### src/rtl/ladybird_axi_rd_arbiter.sv
`default_nettype none
// ============================================================================
// Module   : ladybird_axi_rd_arbiter
// Brief    : Round-robin share of one AXI4 read master port between fetch (0)
//            and load (1) requesters, one transaction outstanding at a time.
// Revision : 1.0  initial release
// ============================================================================
module ladybird_axi_rd_arbiter #(
  parameter int ID_W   = 4,
  parameter int ADDR_W = 32,
  parameter int DATA_W = 32
) (
  input  logic              clk,
  input  logic              rst,

  input  logic [ID_W-1:0]   s0_arid,
  input  logic [ADDR_W-1:0] s0_araddr,
  input  logic [7:0]        s0_arlen,
  input  logic [2:0]        s0_arsize,
  input  logic [1:0]        s0_arburst,
  input  logic              s0_arvalid,
  output logic              s0_arready,
  output logic [ID_W-1:0]   s0_rid,
  output logic [DATA_W-1:0] s0_rdata,
  output logic [1:0]        s0_rresp,
  output logic              s0_rlast,
  output logic              s0_rvalid,
  input  logic              s0_rready,

  input  logic [ID_W-1:0]   s1_arid,
  input  logic [ADDR_W-1:0] s1_araddr,
  input  logic [7:0]        s1_arlen,
  input  logic [2:0]        s1_arsize,
  input  logic [1:0]        s1_arburst,
  input  logic              s1_arvalid,
  output logic              s1_arready,
  output logic [ID_W-1:0]   s1_rid,
  output logic [DATA_W-1:0] s1_rdata,
  output logic [1:0]        s1_rresp,
  output logic              s1_rlast,
  output logic              s1_rvalid,
  input  logic              s1_rready,

  output logic [ID_W-1:0]   m_arid,
  output logic [ADDR_W-1:0] m_araddr,
  output logic [7:0]        m_arlen,
  output logic [2:0]        m_arsize,
  output logic [1:0]        m_arburst,
  output logic              m_arvalid,
  input  logic              m_arready,
  input  logic [ID_W-1:0]   m_rid,
  input  logic [DATA_W-1:0] m_rdata,
  input  logic [1:0]        m_rresp,
  input  logic              m_rlast,
  input  logic              m_rvalid,
  output logic              m_rready
);

  typedef enum logic [1:0] {
    ST_IDLE = 2'd0,
    ST_AR   = 2'd1,
    ST_R    = 2'd2
  } state_t;

  state_t state_q, state_d;
  logic   grant_q, grant_d;
  logic   last_grant_q, last_grant_d;

  logic   sel_arvalid;
  logic   sel_rready;
  logic   in_ar;
  logic   in_r;

  always_ff @(posedge clk) begin
    if (rst) begin
      state_q      <= ST_IDLE;
      grant_q      <= 1'b0;
      last_grant_q <= 1'b1;
    end else begin
      state_q      <= state_d;
      grant_q      <= grant_d;
      last_grant_q <= last_grant_d;
    end
  end

  assign sel_arvalid = grant_q ? s1_arvalid : s0_arvalid;
  assign sel_rready  = grant_q ? s1_rready  : s0_rready;
  assign in_ar       = (state_q == ST_AR);
  assign in_r        = (state_q == ST_R);

  // Grant is only updated in IDLE, so arready never depends on arvalid
  // within the same cycle.
  always_comb begin
    state_d      = state_q;
    grant_d      = grant_q;
    last_grant_d = last_grant_q;
    unique case (state_q)
      ST_IDLE: begin
        if (s0_arvalid && s1_arvalid) begin
          grant_d = ~last_grant_q;
          state_d = ST_AR;
        end else if (s0_arvalid) begin
          grant_d = 1'b0;
          state_d = ST_AR;
        end else if (s1_arvalid) begin
          grant_d = 1'b1;
          state_d = ST_AR;
        end
      end
      ST_AR: begin
        if (m_arvalid && m_arready) begin
          state_d = ST_R;
        end
      end
      ST_R: begin
        if (m_rvalid && m_rready && m_rlast) begin
          state_d      = ST_IDLE;
          last_grant_d = grant_q;
        end
      end
      default: begin
        state_d = ST_IDLE;
      end
    endcase
  end

  // AR payload is always muxed from grant so it is deterministic in reset.
  assign m_arid    = grant_q ? s1_arid    : s0_arid;
  assign m_araddr  = grant_q ? s1_araddr  : s0_araddr;
  assign m_arlen   = grant_q ? s1_arlen   : s0_arlen;
  assign m_arsize  = grant_q ? s1_arsize  : s0_arsize;
  assign m_arburst = grant_q ? s1_arburst : s0_arburst;

  assign m_arvalid  = in_ar & sel_arvalid;
  assign s0_arready = in_ar & ~grant_q & m_arready;
  assign s1_arready = in_ar &  grant_q & m_arready;

  // R payload fans out to both requesters; only rvalid qualifies the owner.
  assign s0_rid   = m_rid;
  assign s0_rdata = m_rdata;
  assign s0_rresp = m_rresp;
  assign s0_rlast = m_rlast;
  assign s1_rid   = m_rid;
  assign s1_rdata = m_rdata;
  assign s1_rresp = m_rresp;
  assign s1_rlast = m_rlast;

  assign s0_rvalid = in_r & ~grant_q & m_rvalid;
  assign s1_rvalid = in_r &  grant_q & m_rvalid;
  assign m_rready  = in_r & sel_rready;

endmodule
`default_nettype wire

### config.mk
export PLATFORM = sky130hd
export DESIGN_NAME = ladybird_axi_rd_arbiter
export DESIGN_NICKNAME = d
export VERILOG_FILES = /design/src/rtl/ladybird_axi_rd_arbiter.sv
export SDC_FILE = /design/constraint.sdc
export NUM_CORES = 1
export LEC_CHECK = 0
export ABC_AREA = 1
export BUFFER_PORTS_ARGS = -buffer_cell sky130_fd_sc_hd__buf_2
export CORE_AREA = 2 2 107 109
export CTS_CLUSTER_DIAMETER = 150
export DETAILED_ROUTE_END_ITERATION = 6
export DIE_AREA = 0 0 109 111
export GPL_ROUTABILITY_DRIVEN = 0
export GPL_TIMING_DRIVEN = 1
export SYNTH_ARGS = -nofsm -noshare
export SYNTH_HDL_FRONTEND = slang
export SYNTH_SLANG_ARGS = --single-unit
### constraint.sdc
create_clock -name clk -period 1.1 [get_ports clk]
set_clock_uncertainty 0.15 [all_clocks]
set_input_delay 0.055 -clock clk [delete_from_list [all_inputs] [get_ports clk]]
set_output_delay 0.055 -clock clk [all_outputs]
set_load 0.02 [all_outputs]
==> metrics.csv <==
metric;value;unit
Post-synth EDFFs;0;
met3 Use GR;1.70;%
min Tclk post-route;1410;ps
number of max-cap violations;0;
row count;39;
post-route cell area;3070;sq um
#FFs+latches synth;4;
CP Capture Type;output pin;
final setup vio count;57;
Pre-antenna DRT Iters;4;
Max Root-Sink Buffers;2;
die span in x;109;um
nets;559;
Final TNS setup;-13210;ps
CTS Sinks;4;
startpoint types;flip-flop;
period utilization;128;%
Yosys top cell by area;nand2_1;
die area;12100;sq um
violated checks;setup timing;
area grow syn2layout;111;%
Root Driver;clkbuf_16;
first-pass GRT wire length;9270;um
initial antenna violation count;0;
CP max FO;9;
RSZ-0062 raised after global routing;true;
Synth async-reset ratio;0;%
CP arrival;1210;ps
synthesized area;1450;sq um
Core Footprint;11100;sq um
Vias;2093;
worst skew pair latency;220;ps
Overflow after GRT;0;
synth warn;0;
Area contributors post-synth;nand2_1 41%, buf_4 40%, dfxtp_1 5.5%;
Req. time, crit path;890;ps
# diodes;0;
Most Used Layer, Global Route;met2;
post-place instance area;1930;sq um
final-report hold violation count;0;
outcome;finished, violations left;
max_slew headroom;69.3;%
Final Util;27.7;%
Final HPWL DP;4540;um
grt met2 use;22.3;%
Mapped Cells;281;
Lkg Pwr;1.68;nW
Hold Path Depth;4;
WL/cell;12.2;um
Min-Delay Path Class;primary input to flip-flop;
crit path kind;flip-flop to output pin;
Cell variety after synth;16;
ys flop type;dfxtp_1;
CTS H-tree lvls;1;
Max Slew Vio Count;0;
power per standard cell area;811;nW/um^2
worst setup margin;-312;ps
WL final;6780;um
worst reg2reg path depth;8;
Syn Nets;426;
DRT iter0 DRCs;30;
top post-synthesis cells by count;157 x nand2_1, 78 x buf_4, 8 x inv_1;
VDD IR max;0.410;mV
drt via density;3.77;
Reg clk slew, reported paths;30;ps
IO buf count;163;
Antenna Nets Post-Route;0;
Die Height;111;um
largest net degree at the start of global routing;28;
met1 usage;7.98;%
layout cells sized above 1;57.5;%
Initial Util;13.1;%
Syn Area/Cell;5.17;sq um
pin slew with the least headroom to its limit;459;ps
CTS Buf Count;3;
DRC Markers;0;
Global Route Usage Sum;9.93;%
FMAX;0.708;GHz
Boundary Pins;278;
sequential area share after synthesis;5.51;%
top-count cell post-synth;nand2_1;
number of global-route vias before repair;2065;
CTS tree;built;
top cell type's share of synthesized area;40.6;%
layer usage:
layer | vias up | routed length, um
met5 | - | 0
met3 | 7 | 567
li1 | 1026 | -
met1 | 909 | 2040
met2 | 151 | 4130
met4 | 0 | 46
what timing repair did:
item	4_1_cts	5_1_grt
resized for setup	81	113
endpoints found under the hold margin	80	0
setup buffers	0	2
setup endpoints to repair	59	58
hold buffers	40	0
pin swaps	6	13
gates cloned	2	0
worst max-delay path, stage by stage, from the launching register on:
cell and delay [ps]:
dfxtp_4 390, inv_6 60, buf_6 130, buf_8 140, nand2_1 60, nand2_1 70
buf_6 130
placed cells by master, fill, tap and decap left out, drive strengths merged:
master / instances
inv: 9
dlygate4sd3: 40
nand4: 1
nor3: 4
buf: 177
o21ai: 1
dfxtp: 4
a21oi: 4
clkbuf: 3
nor2: 7
nand2: 159
nand3b: 1
nand3: 2
stage by stage:
stage | hold WS [ps] | power (mW) | setup slack [ps] | instances
floorplan | -25.9 | 1.10 | -12.6 | 281
global placement | -39.8 | 1.14 | -129 | 508
detailed placement | -39.8 | 1.14 | -138 | 508
CTS | 6.50 | 2.25 | -296 | 553
global route | 45.4 | 2.64 | -353 | 555
finish | 16.1 | 2.49 | -312 | 555
cell type report:
class	instances	area, sq um
timing repair buffer	217	1780
sequential	4	88.8
tap	143	179
clock buffer	3	75.1
inverter	9	41.3
multi-input combinational	179	906
fill	1186	8010
sequential cells by signal, summed over array words and instances, names as in the netlist:
signal / cells
grant_q: 1
state_q: 2
last_grant_q: 1
where the power goes:
| group | internal (mW) | total (mW) | switching [mW] | leakage (nW) |
|---|---|---|---|---|
| Sequential | 0.154 | 0.167 | 0.0129 | 0.0345 |
| Combinational | 0.794 | 1.75 | 0.960 | 1.61 |
| Clock | 0.464 | 0.567 | 0.103 | 0.0370 |
| Total | 1.41 | 2.49 | 1.08 | 1.68 |
worst paths after layout:
check,startpoint,end,slack [ps]
max,grant_q,m_araddr[22],-310
min,s1_arvalid,grant_q,20
max reg2reg,state_q[0],state_q[1],-100
min reg2reg,last_grant_q,last_grant_q,330
cells by family (layout without fill, tap and decap cells):
| group | Yosys count | after routing | synth area share (%) |
|---|---|---|---|
| simple gates | 174 | 174 | 46.3 |
| compound gates | 5 | 5 | 1.72 |
| flops | 4 | 4 | 5.51 |
| buf+inv | 98 | 229 | 46.5 |
Note: power is estimated with default switching activity, not from simulation.
